$ cat src/rtl/eth_phy_rx_lock_mon.sv
`default_nettype none
// ============================================================================
// Module   : eth_phy_rx_lock_mon
// Purpose  : 64b/66b RX block-lock FSM with bitslip handshake and header BER
//            monitor. Define ETH_PHY_RX_RESET_REQ_EN for the lock-timeout
//            SERDES reset request.
// Revision : 1.0
// ============================================================================
module eth_phy_rx_lock_mon #(
  parameter int DATA_WIDTH          = 64,
  parameter int HDR_WIDTH           = 2,
  parameter int LOCK_COUNT          = 64,
  parameter int INVALID_LIMIT       = 16,
  parameter int BITSLIP_HIGH_CYCLES = 1,
  parameter int BITSLIP_LOW_CYCLES  = 8,
  parameter int COUNT_125US         = 19531,
  parameter int BER_LIMIT           = 16,
  parameter int RESET_WINDOWS       = 4
) (
  input  logic                 clk,
  input  logic                 rst_n,
  input  logic [HDR_WIDTH-1:0] serdes_rx_hdr,
  input  logic                 serdes_rx_hdr_valid,
  output logic                 serdes_rx_bitslip,
  output logic                 serdes_rx_reset_req,
  output logic                 rx_block_lock,
  output logic                 rx_high_ber,
  output logic [6:0]           rx_error_count
);

  localparam int   SLIP_MAX = (BITSLIP_HIGH_CYCLES > BITSLIP_LOW_CYCLES) ?
                              BITSLIP_HIGH_CYCLES : BITSLIP_LOW_CYCLES;
  localparam int   SLIP_W   = $clog2(SLIP_MAX + 1);
  localparam int   CYC_W    = $clog2(COUNT_125US + 1);
  localparam logic WIDTH_OK = (DATA_WIDTH == 32) || (DATA_WIDTH == 64);

  typedef enum logic [1:0] {
    ST_HUNT   = 2'd0,
    ST_SLIP   = 2'd1,
    ST_SETTLE = 2'd2,
    ST_LOCKED = 2'd3
  } state_t;

  state_t            state_q, state_d;
  logic [6:0]        good_q, good_d;
  logic [5:0]        win_q, win_d;
  logic [6:0]        bad_q, bad_d;
  logic [SLIP_W-1:0] slip_q, slip_d;
  logic [CYC_W-1:0]  cyc_q, cyc_d;
  logic [6:0]        ber_q, ber_d;
  logic [6:0]        err_q, err_d;
  logic              high_q, high_d;
  logic              bitslip_q, lock_q, reset_req_q;

  logic w_hdr_valid, w_hdr_good, w_hdr_bad;
  logic w_wrap, w_ber_hit, w_ber_over, w_reset_fire;
  logic [6:0] w_ber_inc;

  // An unsupported datapath width never produces header events, so never locks.
  assign w_hdr_valid = serdes_rx_hdr_valid & WIDTH_OK;
  assign w_hdr_good  = w_hdr_valid &  (serdes_rx_hdr[1] ^ serdes_rx_hdr[0]);
  assign w_hdr_bad   = w_hdr_valid & ~(serdes_rx_hdr[1] ^ serdes_rx_hdr[0]);

  always_comb begin
    state_d = state_q;
    good_d  = good_q;
    win_d   = win_q;
    bad_d   = bad_q;
    slip_d  = slip_q;
    case (state_q)
      ST_HUNT: begin
        if (w_hdr_bad) begin
          state_d = ST_SLIP;
          good_d  = '0;
          slip_d  = '0;
        end else if (w_hdr_good) begin
          if (good_q == 7'(LOCK_COUNT - 1)) begin
            state_d = ST_LOCKED;
            good_d  = '0;
          end else begin
            good_d = good_q + 7'd1;
          end
        end
      end
      ST_SLIP: begin
        if (slip_q == SLIP_W'(BITSLIP_HIGH_CYCLES - 1)) begin
          state_d = ST_SETTLE;
          slip_d  = '0;
        end else begin
          slip_d = slip_q + SLIP_W'(1);
        end
      end
      ST_SETTLE: begin
        if (slip_q == SLIP_W'(BITSLIP_LOW_CYCLES - 1)) begin
          state_d = ST_HUNT;
          slip_d  = '0;
        end else begin
          slip_d = slip_q + SLIP_W'(1);
        end
      end
      ST_LOCKED: begin
        if (w_hdr_bad && (bad_q == 7'(INVALID_LIMIT - 1))) begin
          state_d = ST_SLIP;
          win_d   = '0;
          bad_d   = '0;
          slip_d  = '0;
        end else if (w_hdr_good || w_hdr_bad) begin
          if (win_q == 6'd63) begin
            win_d = '0;
            bad_d = '0;
          end else begin
            win_d = win_q + 6'd1;
            bad_d = bad_q + {6'd0, w_hdr_bad};
          end
        end
      end
      default: state_d = ST_HUNT;
    endcase
    if (w_reset_fire) begin
      state_d = ST_HUNT;
      good_d  = '0;
      win_d   = '0;
      bad_d   = '0;
      slip_d  = '0;
    end
  end

  // Headers seen while slipping or settling are misaligned and not counted.
  assign w_ber_hit  = w_hdr_bad && (state_q != ST_SLIP) && (state_q != ST_SETTLE);
  assign w_ber_inc  = (w_ber_hit && (ber_q != 7'd127)) ? ber_q + 7'd1 : ber_q;
  assign w_ber_over = (int'(w_ber_inc) >= BER_LIMIT);
  assign w_wrap     = (cyc_q == CYC_W'(COUNT_125US - 1));

  always_comb begin
    cyc_d  = w_wrap ? '0 : cyc_q + CYC_W'(1);
    ber_d  = w_wrap ? '0 : w_ber_inc;
    err_d  = w_wrap ? w_ber_inc : err_q;
    high_d = w_wrap ? w_ber_over : (high_q | w_ber_over);
  end

`ifdef ETH_PHY_RX_RESET_REQ_EN
  localparam int UNL_W = $clog2(RESET_WINDOWS + 1);

  logic [UNL_W-1:0] unlock_q, unlock_d;
  logic             seen_q, seen_d;
  logic             w_win_unlocked;

  // The wrap cycle's own lock value is the pre-loss state, so OR it in here.
  assign w_win_unlocked = ~(seen_q | lock_q);
  assign w_reset_fire   = w_wrap & w_win_unlocked &
                          (unlock_q == UNL_W'(RESET_WINDOWS - 1));

  always_comb begin
    unlock_d = unlock_q;
    seen_d   = seen_q | lock_q;
    if (w_wrap) begin
      seen_d   = 1'b0;
      unlock_d = (!w_win_unlocked || w_reset_fire) ? '0 : unlock_q + UNL_W'(1);
    end
  end

  always_ff @(posedge clk) begin
    if (!rst_n) begin
      unlock_q <= '0;
      seen_q   <= 1'b0;
    end else begin
      unlock_q <= unlock_d;
      seen_q   <= seen_d;
    end
  end
`else
  logic [31:0] w_unused_reset_windows;
  assign w_unused_reset_windows = RESET_WINDOWS;
  assign w_reset_fire           = 1'b0;
`endif

  always_ff @(posedge clk) begin
    if (!rst_n) begin
      state_q     <= ST_HUNT;
      good_q      <= '0;
      win_q       <= '0;
      bad_q       <= '0;
      slip_q      <= '0;
      cyc_q       <= '0;
      ber_q       <= '0;
      err_q       <= '0;
      high_q      <= 1'b0;
      bitslip_q   <= 1'b0;
      lock_q      <= 1'b0;
      reset_req_q <= 1'b0;
    end else begin
      state_q     <= state_d;
      good_q      <= good_d;
      win_q       <= win_d;
      bad_q       <= bad_d;
      slip_q      <= slip_d;
      cyc_q       <= cyc_d;
      ber_q       <= ber_d;
      err_q       <= err_d;
      high_q      <= high_d;
      bitslip_q   <= (state_d == ST_SLIP);
      lock_q      <= (state_d == ST_LOCKED);
      reset_req_q <= w_reset_fire;
    end
  end

  assign serdes_rx_bitslip   = bitslip_q;
  assign serdes_rx_reset_req = reset_req_q;
  assign rx_block_lock       = lock_q;
  assign rx_high_ber         = high_q;
  assign rx_error_count      = err_q;

endmodule
`default_nettype wire
$ cat config.mk
export PLATFORM = sky130hd
export DESIGN_NAME = eth_phy_rx_lock_mon
export DESIGN_NICKNAME = d
export VERILOG_FILES = /design/src/rtl/eth_phy_rx_lock_mon.sv
export SDC_FILE = /design/constraint.sdc
export NUM_CORES = 1
export LEC_CHECK = 0
export ABC_AREA = 1
export CORE_MARGIN = 8
export CORE_UTILIZATION = 45
export CTS_CLUSTER_DIAMETER = 120
export DETAILED_ROUTE_END_ITERATION = 10
export HOLD_SLACK_MARGIN = 0.05
export PLACE_DENSITY = 0.66
export SETUP_SLACK_MARGIN = 0.05
export SYNTH_ARGS = -nofsm -noshare
export SYNTH_HDL_FRONTEND = slang
export SYNTH_SLANG_ARGS = --single-unit
$ cat constraint.sdc
create_clock -name clk -period 3.4 [get_ports clk]
set_input_delay 0.51 -clock clk [delete_from_list [all_inputs] [get_ports clk]]
set_output_delay 0.51 -clock clk [all_outputs]
set_load 0.02 [all_outputs]
==> metrics.md <==
| Metric | Value |
|---|---|
| Status | `finished, final reports clean` |
| Post-CTS Setup Bufs | `0` |
| F_max | `460 MHz` |
| DRC viols | `0` |
| Io pins | `16` |
| Total of max-cap violations | `0` |
| Area of the die | `0.00990 mm^2` |
| HP Class | `register to register` |
| GRT Resource Usage Total | `12.7%` |
| Crit path time final | `2.17 ns` |
| Ys flop type | `dfxtp_1` |
| DRT antenna net count | `0` |
| Peak VDD IR | `0.000226 V` |
| Power density cells | `440 mW/mm^2` |
| Total grt overflow | `0` |
| Part of the power in registers | `45.5%` |
| Arrival time of the worst setup path | `2.39 ns` |
| Clock Sinks | `58` |
| Synth Instances | `421` |
| Most frequent cells in the layout | `98 x nand2_1, 58 x dfxtp_1, 43 x inv_1` |
| Cell Area, Placed | `0.00333 mm^2` |
| Root Driver | `clkbuf_8` |
| RePlAce Congestion | `0.857` |
| Port-buffer cells | `14` |
| Unique masters post-synth | `40` |
| DR top layer | `met4` |
| Max FO, Critical Path | `5` |
| Setup TNS | `0 ns` |
| Worst Path Required | `3.62 ns` |
| DR WL met2 | `2830 um` |
| Drt total wl | `6000 um` |
| Syn avg cell area | `7.45 um^2` |
| Clock latency on the worst-skew pair | `0.33 ns` |
| Hold Violations, Final | `0` |
| P&R area growth vs syn | `13.1%` |
| Post-synth EDFFs | `0` |
| Pleak | `1.48 nW` |
| Initial cell density of the core | `46.4%` |
| Metal-1 WL | `2890 um` |
| Number of global-route vias before repair | `2428` |
| Sequential-to-total area share from yosys stat | `37.0%` |
| Clock power frac | `45.1%` |
| Final Cycle Share | `64.0%` |
| Net Sw Power | `0.382 mW` |
| # setup viols final | `0` |
| Synth warn | `0` |
| Routed via count | `2616` |
| Reg clk slew, reported paths | `0.07 ns` |
| Post-route cell area | `0.00355 mm^2` |
| Die W | `99.5 um` |
| Share of cells above drive strength 1 | `14.1%` |
| Slew Limit Fails | `0` |
| Largest net degree at the start of global routing | `23` |
| Ant diodes | `0` |
| Seq cells post-synth | `58` |
| CTS tree | `yes` |
| Filler cells | `634` |
| Drt first pass iters | `5` |
| Cell area after synthesis | `0.00314 mm^2` |
| Max H-tree Level | `3` |
| Total internal power | `1.18 mW` |
| RSZ-0062 raised after global routing | `no` |
| FP Rows | `30` |
| Synth Net Count | `441` |
| Async set-reset flop share out of synthesis | `0%` |
| Dpl hpwl | `4360 um` |
| Vias per Instance | `4.97` |
| Post-CTS Resized | `0` |
| Sw Share | `24.5%` |
| Global-route wire length before repair | `10500 um` |
| Gate power share | `9.4%` |
| Crit path launch type | `input port` |
| Core footprint | `0.00676 mm^2` |
| Worst Setup End Kind | `register` |
| Initial antenna violation count | `0` |
| Initial DRC count | `104` |
| Height of the die | `99.5 um` |
| Placed Instances | `510` |
| Most common cell after layout, fill and taps aside | `nand2_1` |
| Wire length on met3 | `217 um` |
| Fin cells | `526` |
| Clk buf depth | `2` |
| Wirelength per Cell | `11.4 um` |
| Worst Skew | `0.00823 ns` |
| Kind of critical path | `input port to register` |
| Final nets | `461` |
| Hold buffer count at CTS | `0` |
| Inserted Clock Buffers | `9` |
## state kept, by name, indices dropped and copies added, names as in the netlist
name / count
rx_high_ber: 1
cyc_q: 15
good_q: 7
rx_block_lock: 1
rx_error_count: 7
serdes_rx_bitslip: 1
win_q: 6
slip_q: 4
bad_q: 7
state_q: 2
ber_q: 7
## final timing paths
| kind | end | start | depth (start not counted) | slack, ns |
|---|---|---|---|---|
| setup / recovery | bad_q[6] | serdes_rx_hdr[0] | 12 | 1.23 |
| hold reg to reg | good_q[6] | good_q[6] | 2 | 0.44 |
| setup reg to reg | rx_error_count[2] | state_q[0] | 9 | 1.55 |
| hold / removal | good_q[6] | good_q[6] | 2 | 0.44 |
## Yosys cell counts (7+ instances only)
cell / count / area [um^2]
nor2_1: 40 / 150
a21oi_1: 22 / 110
nand2_1: 98 / 368
nor3_1: 7 / 35.0
ha_1: 15 / 188
xor2_1: 10 / 87.6
o21ai_0: 13 / 65.1
nand3_1: 38 / 190
nor2_2: 11 / 68.8
dfxtp_1: 58 / 1160
nand2_2: 7 / 43.8
inv_1: 43 / 161
## worst max-delay path, stage by stage
cell	delay, ns
clkdlybuf4s50_1	0.51
inv_1	0.07
nand2_1	0.10
nand2_4	0.09
nor2_8	0.15
ha_1	0.19
ha_1	0.19
nand3_1	0.08
nor2_1	0.15
nand3_1	0.10
xor2_1	0.19
nor2_2	0.06
## metal layers
metal	track usage, %	vias up
met5	0	-
met4	4.89	0
met3	2.72	8
met2	21.3	41
met1	15.5	1176
li1	-	1391
## metrics by stage
step	setup WS [ns]	hold WS [ns]	total power [mW]	utilization, %
after global placement	0.988	0.429	0.869	49.2
final	1.23	0.438	1.56	52.5
after floorplan	1.59	0.412	0.837	-
after global routing	1.07	0.449	1.63	52.5
after CTS	1.25	0.441	1.57	52.5
after detailed placement	0.897	0.433	0.871	49.2
## layout make-up
class | count | area (um^2) | area share [%]
Timing Repair Buffer | 15 | 148 | 4.16
Clock buffer | 11 | 141 | 3.99
Clock inverter | 5 | 77.6 | 2.19
Inverter | 49 | 184 | 5.19
Sequential cell | 58 | 1160 | 32.7
Tap cell | 80 | 100 | 2.82
Multi-Input combinational cell | 308 | 1730 | 48.9
## power by group through the flow
| stage | Clock (mW) | Combinational, mW | Sequential [mW] |
|---|---|---|---|
| floorplan | 0 | 0.112 | 0.724 |
| global placement | 0 | 0.145 | 0.725 |
| detailed placement | 0 | 0.146 | 0.725 |
| CTS | 0.718 | 0.147 | 0.710 |
| global route | 0.751 | 0.164 | 0.712 |
| finish | 0.704 | 0.146 | 0.710 |
## kinds of logic (layout without fill, tap and decap cells)
| kind of cell | Yosys count | count (layout) | share of synthesized area (%) |
|---|---|---|---|
| xor+xnor | 13 | 13 | 3.63 |
| flops | 58 | 58 | 37.0 |
| simple gates | 229 | 229 | 36.3 |
| buf+inv | 55 | 80 | 7.66 |
| other cells | 1 | 1 | 0.120 |
| fa+ha+maj | 15 | 15 | 5.99 |
| compound gates | 50 | 50 | 9.26 |
Power figures use the tool's default switching activity.
